[src/rtl/id_token_ctrl.sv]
// rtl/id_token_ctrl.sv - identifier recognizer that packs each identifier into a token record
module id_token_ctrl #(
   parameter int POS_W = 8,
   parameter int LEN_W = 6,
   parameter int CNT_W = 16
) (
   input  logic             clk,
   input  logic             rst_n,
   input  logic             in_valid,
   output logic             in_ready,
   input  logic [7:0]       in_char,
   input  logic             in_last,
   output logic             tok_valid,
   input  logic             tok_ready,
   output logic [POS_W-1:0] tok_start,
   output logic [LEN_W-1:0] tok_len,
   output logic             tok_digit,
   output logic             tok_trunc,
   output logic [CNT_W-1:0] id_count
);

   typedef enum logic {IDLE, IN_ID} state_t;

   localparam logic [LEN_W-1:0] LEN_MAX = '1;
   localparam logic [CNT_W-1:0] CNT_MAX = '1;
   localparam logic [LEN_W-1:0] LEN_ONE = LEN_W'(1);

   state_t           state;
   logic [POS_W-1:0] pos;
   logic [POS_W-1:0] start_r;
   logic [LEN_W-1:0] len_r;
   logic             dig_r;
   logic             trunc_r;

   logic             is_l;
   logic             is_d;
   logic             accept;
   logic             xfer;
   logic             len_sat;
   logic [LEN_W-1:0] len_nxt;
   logic             dig_nxt;
   logic             trunc_nxt;

   assign is_l      = (in_char >= 8'd65 && in_char <= 8'd90) ||
                      (in_char >= 8'd97 && in_char <= 8'd122);
   assign is_d      = (in_char >= 8'd48 && in_char <= 8'd57);
   assign in_ready  = !tok_valid || tok_ready;
   assign accept    = in_valid && in_ready;
   assign xfer      = tok_valid && tok_ready;
   assign len_sat   = (len_r == LEN_MAX);
   assign len_nxt   = len_sat ? len_r : len_r + LEN_ONE;
   assign dig_nxt   = dig_r | is_d;
   assign trunc_nxt = trunc_r | len_sat;

   always_ff @(posedge clk) begin
      if (!rst_n) begin
         state     <= IDLE;
         pos       <= '0;
         start_r   <= '0;
         len_r     <= '0;
         dig_r     <= 1'b0;
         trunc_r   <= 1'b0;
         tok_valid <= 1'b0;
         tok_start <= '0;
         tok_len   <= '0;
         tok_digit <= 1'b0;
         tok_trunc <= 1'b0;
         id_count  <= '0;
      end else begin
         if (xfer) begin
            tok_valid <= 1'b0;
            if (id_count != CNT_MAX)
               id_count <= id_count + 1'b1;
         end
         // An emit below overrides the clear above, giving back-to-back tokens.
         if (accept) begin
            pos <= in_last ? '0 : pos + 1'b1;
            case (state)
               IDLE: begin
                  if (is_l) begin
                     if (in_last) begin
                        tok_valid <= 1'b1;
                        tok_start <= pos;
                        tok_len   <= LEN_ONE;
                        tok_digit <= 1'b0;
                        tok_trunc <= 1'b0;
                     end else begin
                        state   <= IN_ID;
                        start_r <= pos;
                        len_r   <= LEN_ONE;
                        dig_r   <= 1'b0;
                        trunc_r <= 1'b0;
                     end
                  end
               end
               IN_ID: begin
                  if (is_l || is_d) begin
                     if (in_last) begin
                        state     <= IDLE;
                        tok_valid <= 1'b1;
                        tok_start <= start_r;
                        tok_len   <= len_nxt;
                        tok_digit <= dig_nxt;
                        tok_trunc <= trunc_nxt;
                     end else begin
                        len_r   <= len_nxt;
                        dig_r   <= dig_nxt;
                        trunc_r <= trunc_nxt;
                     end
                  end else begin
                     state     <= IDLE;
                     tok_valid <= 1'b1;
                     tok_start <= start_r;
                     tok_len   <= len_r;
                     tok_digit <= dig_r;
                     tok_trunc <= trunc_r;
                  end
               end
               default: state <= IDLE;
            endcase
         end
      end
   end

endmodule
[config.mk]
export PLATFORM = sky130hd
export DESIGN_NAME = id_token_ctrl
export DESIGN_NICKNAME = d
export VERILOG_FILES = /design/src/rtl/id_token_ctrl.sv
export SDC_FILE = /design/constraint.sdc
export NUM_CORES = 1
export LEC_CHECK = 0
export CAP_MARGIN = 0
export CELL_PAD_IN_SITES_DETAIL_PLACEMENT = 1
export CELL_PAD_IN_SITES_GLOBAL_PLACEMENT = 2
export CORE_MARGIN = 2
export CORE_UTILIZATION = 30
export CTS_BUF_LIST = sky130_fd_sc_hd__clkbuf_8
export DETAILED_ROUTE_END_ITERATION = 8
export PLACE_DENSITY = 0.8
export SETUP_SLACK_MARGIN = 0.1
export SKIP_CTS_REPAIR_TIMING = 1
export SLEW_MARGIN = 30
export SYNTH_ARGS = -nofsm -noshare
export SYNTH_HDL_FRONTEND = slang
export SYNTH_SLANG_ARGS = --single-unit
[constraint.sdc]
create_clock -name clk -period 2.05 [get_ports clk]
set_input_delay 0.615 -clock clk [delete_from_list [all_inputs] [get_ports clk]]
set_output_delay 0.615 -clock clk [all_outputs]
set_load 0.02 [all_outputs]
==> flow_metrics.env <==
export IMPL_run_status="finished clean"
export IMPL_critPathLaunchType="primary input"
export IMPL_min_delay_worst_endpoint="tok_len[3]$_SDFFE_PN0P_"
export IMPL_hold_viol=0
export IMPL_dr_first_iter_drc_count=113
export IMPL_cts_sinks=58
export IMPL_postSynth_asyncResetShare=0
export IMPL_crit_arrival_ps=2200
export IMPL_drt_pass1_iterations=4
export IMPL_min_period_ps=1970
export IMPL_synth_seq_cells=58
export IMPL_overflow=0
export IMPL_clk_path_buf_depth=2
export IMPL_hold_class="flip-flop to flip-flop"
export IMPL_syn2layout_area_growth_pct=54.7
export IMPL_drv_slew=0
export IMPL_min_from="tok_len[3]$_SDFFE_PN0P_"
export IMPL_grt_pass1_wl_mm=13.8
export IMPL_grt_usage=0.167
export IMPL_dp_hpwl_mm=5.99
export IMPL_syn_area_per_cell_um2=9.04
export IMPL_utilization=0.479
export IMPL_antenna_found_initial=0
export IMPL_cts_buffers=9
export IMPL_ios=47
export IMPL_die_height_um=102
export IMPL_r2r_slack_ps=230
export IMPL_power_leakage_nw=2.13
export IMPL_nNetsFinal=434
export IMPL_drc=0
export IMPL_path_class="primary input to flip-flop"
export IMPL_rows=35
export IMPL_reg2reg_to="tok_len[0]$_SDFFE_PN0P_"
export IMPL_path_clk_slew_ps=70
export IMPL_synth_top_cell_area_share=0.404
export IMPL_synthCells=318
export IMPL_fin_skew_ps=5.77
export IMPL_rsz0062_at_grt="yes"
export IMPL_start_util=0.310
export IMPL_yosysUniqueCellTypes=56
export IMPL_yosysSeqAreaShare=0.404
export IMPL_drive_above_1_share=0.275
export IMPL_synthTopCellsByArea="dfxtp_1 40%, mux2i_1 7.7%, nor2_1 4.4%, nand2_1 3.4%, xnor2_1 3.4%"
export IMPL_die_w_um=102
export IMPL_grt_max_degree=23
export IMPL_fin_crit_sh=0.963
export IMPL_root_buffer="clkbuf_8"
export IMPL_ant_nets=0
export IMPL_r2r_start="len_r[0]$_SDFFE_PN0P_"
export IMPL_holdWs_ps=473
export IMPL_route_vias_total=2848
export IMPL_synth_fp_nets=334
export IMPL_place_gp_congestion=0.776
export IMPL_cp_max_fo=5
export IMPL_maxSlewHeadroom=0.726
export IMPL_detail_route_wl_per_cell_um=16.3
export IMPL_finalPower_mw=2.63
export IMPL_ys_warn_count=0
export IMPL_tns_ps=0
export IMPL_synth_edff_count=0
export IMPL_vdd_drop_max_mv=0.404
export IMPL_via_per_inst=5.17
export IMPL_required_ps=2280
export IMPL_powerDensity_nw_per_um2=591
export IMPL_pre_cts_slack_ps=-749
export IMPL_end_kind="flip-flop"
export IMPL_worst_slack_ps=76.8
export IMPL_cts_tree="built"
export IMPL_drv_cap=0
export IMPL_clkLatencyLatePin_ps=340
export IMPL_synthFlopType="dfxtp_1"
export IMPL_h_tree_depth=3
export IMPL_worst_pin_slew_ps=409
export IMPL_n_antenna_cell=0
export IMPL_grt_pass1_vias=2873
export IMPL_core_area_um2=9280
export IMPL_hold_depth=1
export IMPL_yosys_area_top_type="dfxtp_1"
export IMPL_finalSetupViolations=0
export IMPL_drt_wl_total_mm=8.99
export IMPL_die_area_um2=10400
export IMPL_fmax_mhz=507
export IMPL_port_buffers=46
export IMPL_reg2regPathDepth=6
export IMPL_synth_area_um2=2870
placed cells by master, fill, tap and decap left out, types with 8 or more instances in the layout:
cell type	Yosys	layout
clkdlybuf4s50_1	0	15
mux2i_1	22	22
dfxtp_1	58	58
buf_4	2	47
o311a_1	8	8
dlymetal6s2s_1	0	29
nand2_1	26	26
nand3_1	12	12
nor2_1	34	33
nand4_1	9	9
xnor2_1	11	11
clkbuf_8	0	10
and3_1	9	9
buf_6	2	8
sequential cells by signal (all words and copies together), names as in the netlist:
register / flops
tok_len: 6
state: 1
tok_valid: 1
tok_digit: 1
tok_start: 8
start_r: 8
trunc_r: 1
pos: 8
id_count: 16
tok_trunc: 1
dig_r: 1
len_r: 6
power breakdown:
part | leakage, nW | internal [mW] | total (mW) | switching (mW)
combinational | 1.55 | 0.135 | 0.287 | 0.152
clock | 0.112 | 0.709 | 1.19 | 0.479
sequential | 0.468 | 1.14 | 1.15 | 0.0126
total | 2.13 | 1.98 | 2.63 | 0.644
per-layer routing:
metal | track usage | routed length, um | up-vias
met4 | 0.0431 | 136 | 0
met3 | 0.0424 | 332 | 14
met1 | 0.217 | 3960 | 1401
li1 | - | - | 1374
met2 | 0.279 | 4570 | 59
met5 | 0 | 0 | -
through the flow:
step | area [um2] | instances
global placement | 3800 | 525
floorplan | 2890 | 318
global route | 4450 | 551
CTS | 4020 | 540
finish | 4450 | 551
detailed placement | 3800 | 525
logic make-up (layout without fill, tap and decap cells):
kind of cell | after synthesis | in the layout | share of synthesized area
mux | 22 | 22 | 0.0766
fa+ha+maj | 3 | 3 | 0.0131
compound gates | 72 | 72 | 0.199
flops | 58 | 58 | 0.404
buf+inv | 24 | 128 | 0.0409
simple gates | 124 | 124 | 0.221
xor+xnor | 15 | 15 | 0.0457
synthesized netlist by cell type, drive strengths merged (5+ instances only):
| library cell | count |
|---|---|
| nand4 | 9 |
| nor3 | 8 |
| a211oi | 6 |
| a21o | 5 |
| nor2 | 34 |
| a2111oi | 5 |
| and3 | 9 |
| clkbuf | 7 |
| o21ai | 12 |
| xnor2 | 11 |
| nand3 | 12 |
| inv | 9 |
| nand2b | 5 |
| nand2 | 27 |
| mux2i | 22 |
| dfxtp | 58 |
| a21oi | 9 |
| buf | 8 |
| o311a | 8 |
layout make-up:
cell class | count | area (um2)
clock buffers | 10 | 138
flip-flops and latches | 58 | 1160
clock inverters | 5 | 78.8
multi-input cells | 236 | 1810
inverters | 9 | 33.8
well taps | 129 | 161
repair buffers | 104 | 1060
fillers | 1073 | 4840
worst max path at each step:
stage,startpoint,endpoint
after floorplan,in_char[2],tok_digit$_SDFFE_PN0P_
after global placement,in_char[2],tok_trunc$_SDFFE_PN0P_
after detailed placement,in_char[2],tok_len[1]$_SDFFE_PN0P_
after CTS,tok_ready,in_ready
after global routing,len_r[0]$_SDFFE_PN0P_,tok_len[0]$_SDFFE_PN0P_
final,in_char[1],tok_start[0]$_SDFFE_PN0P_
worst max-delay path, cell delays in order:
cell       delay, ps
buf_6             90
or2_4            250
or4_4            530
o2bb2ai_4        310
clkbuf_16        220
o21ai_2           50
o311a_1          120
(Power assumes the default switching activity.)
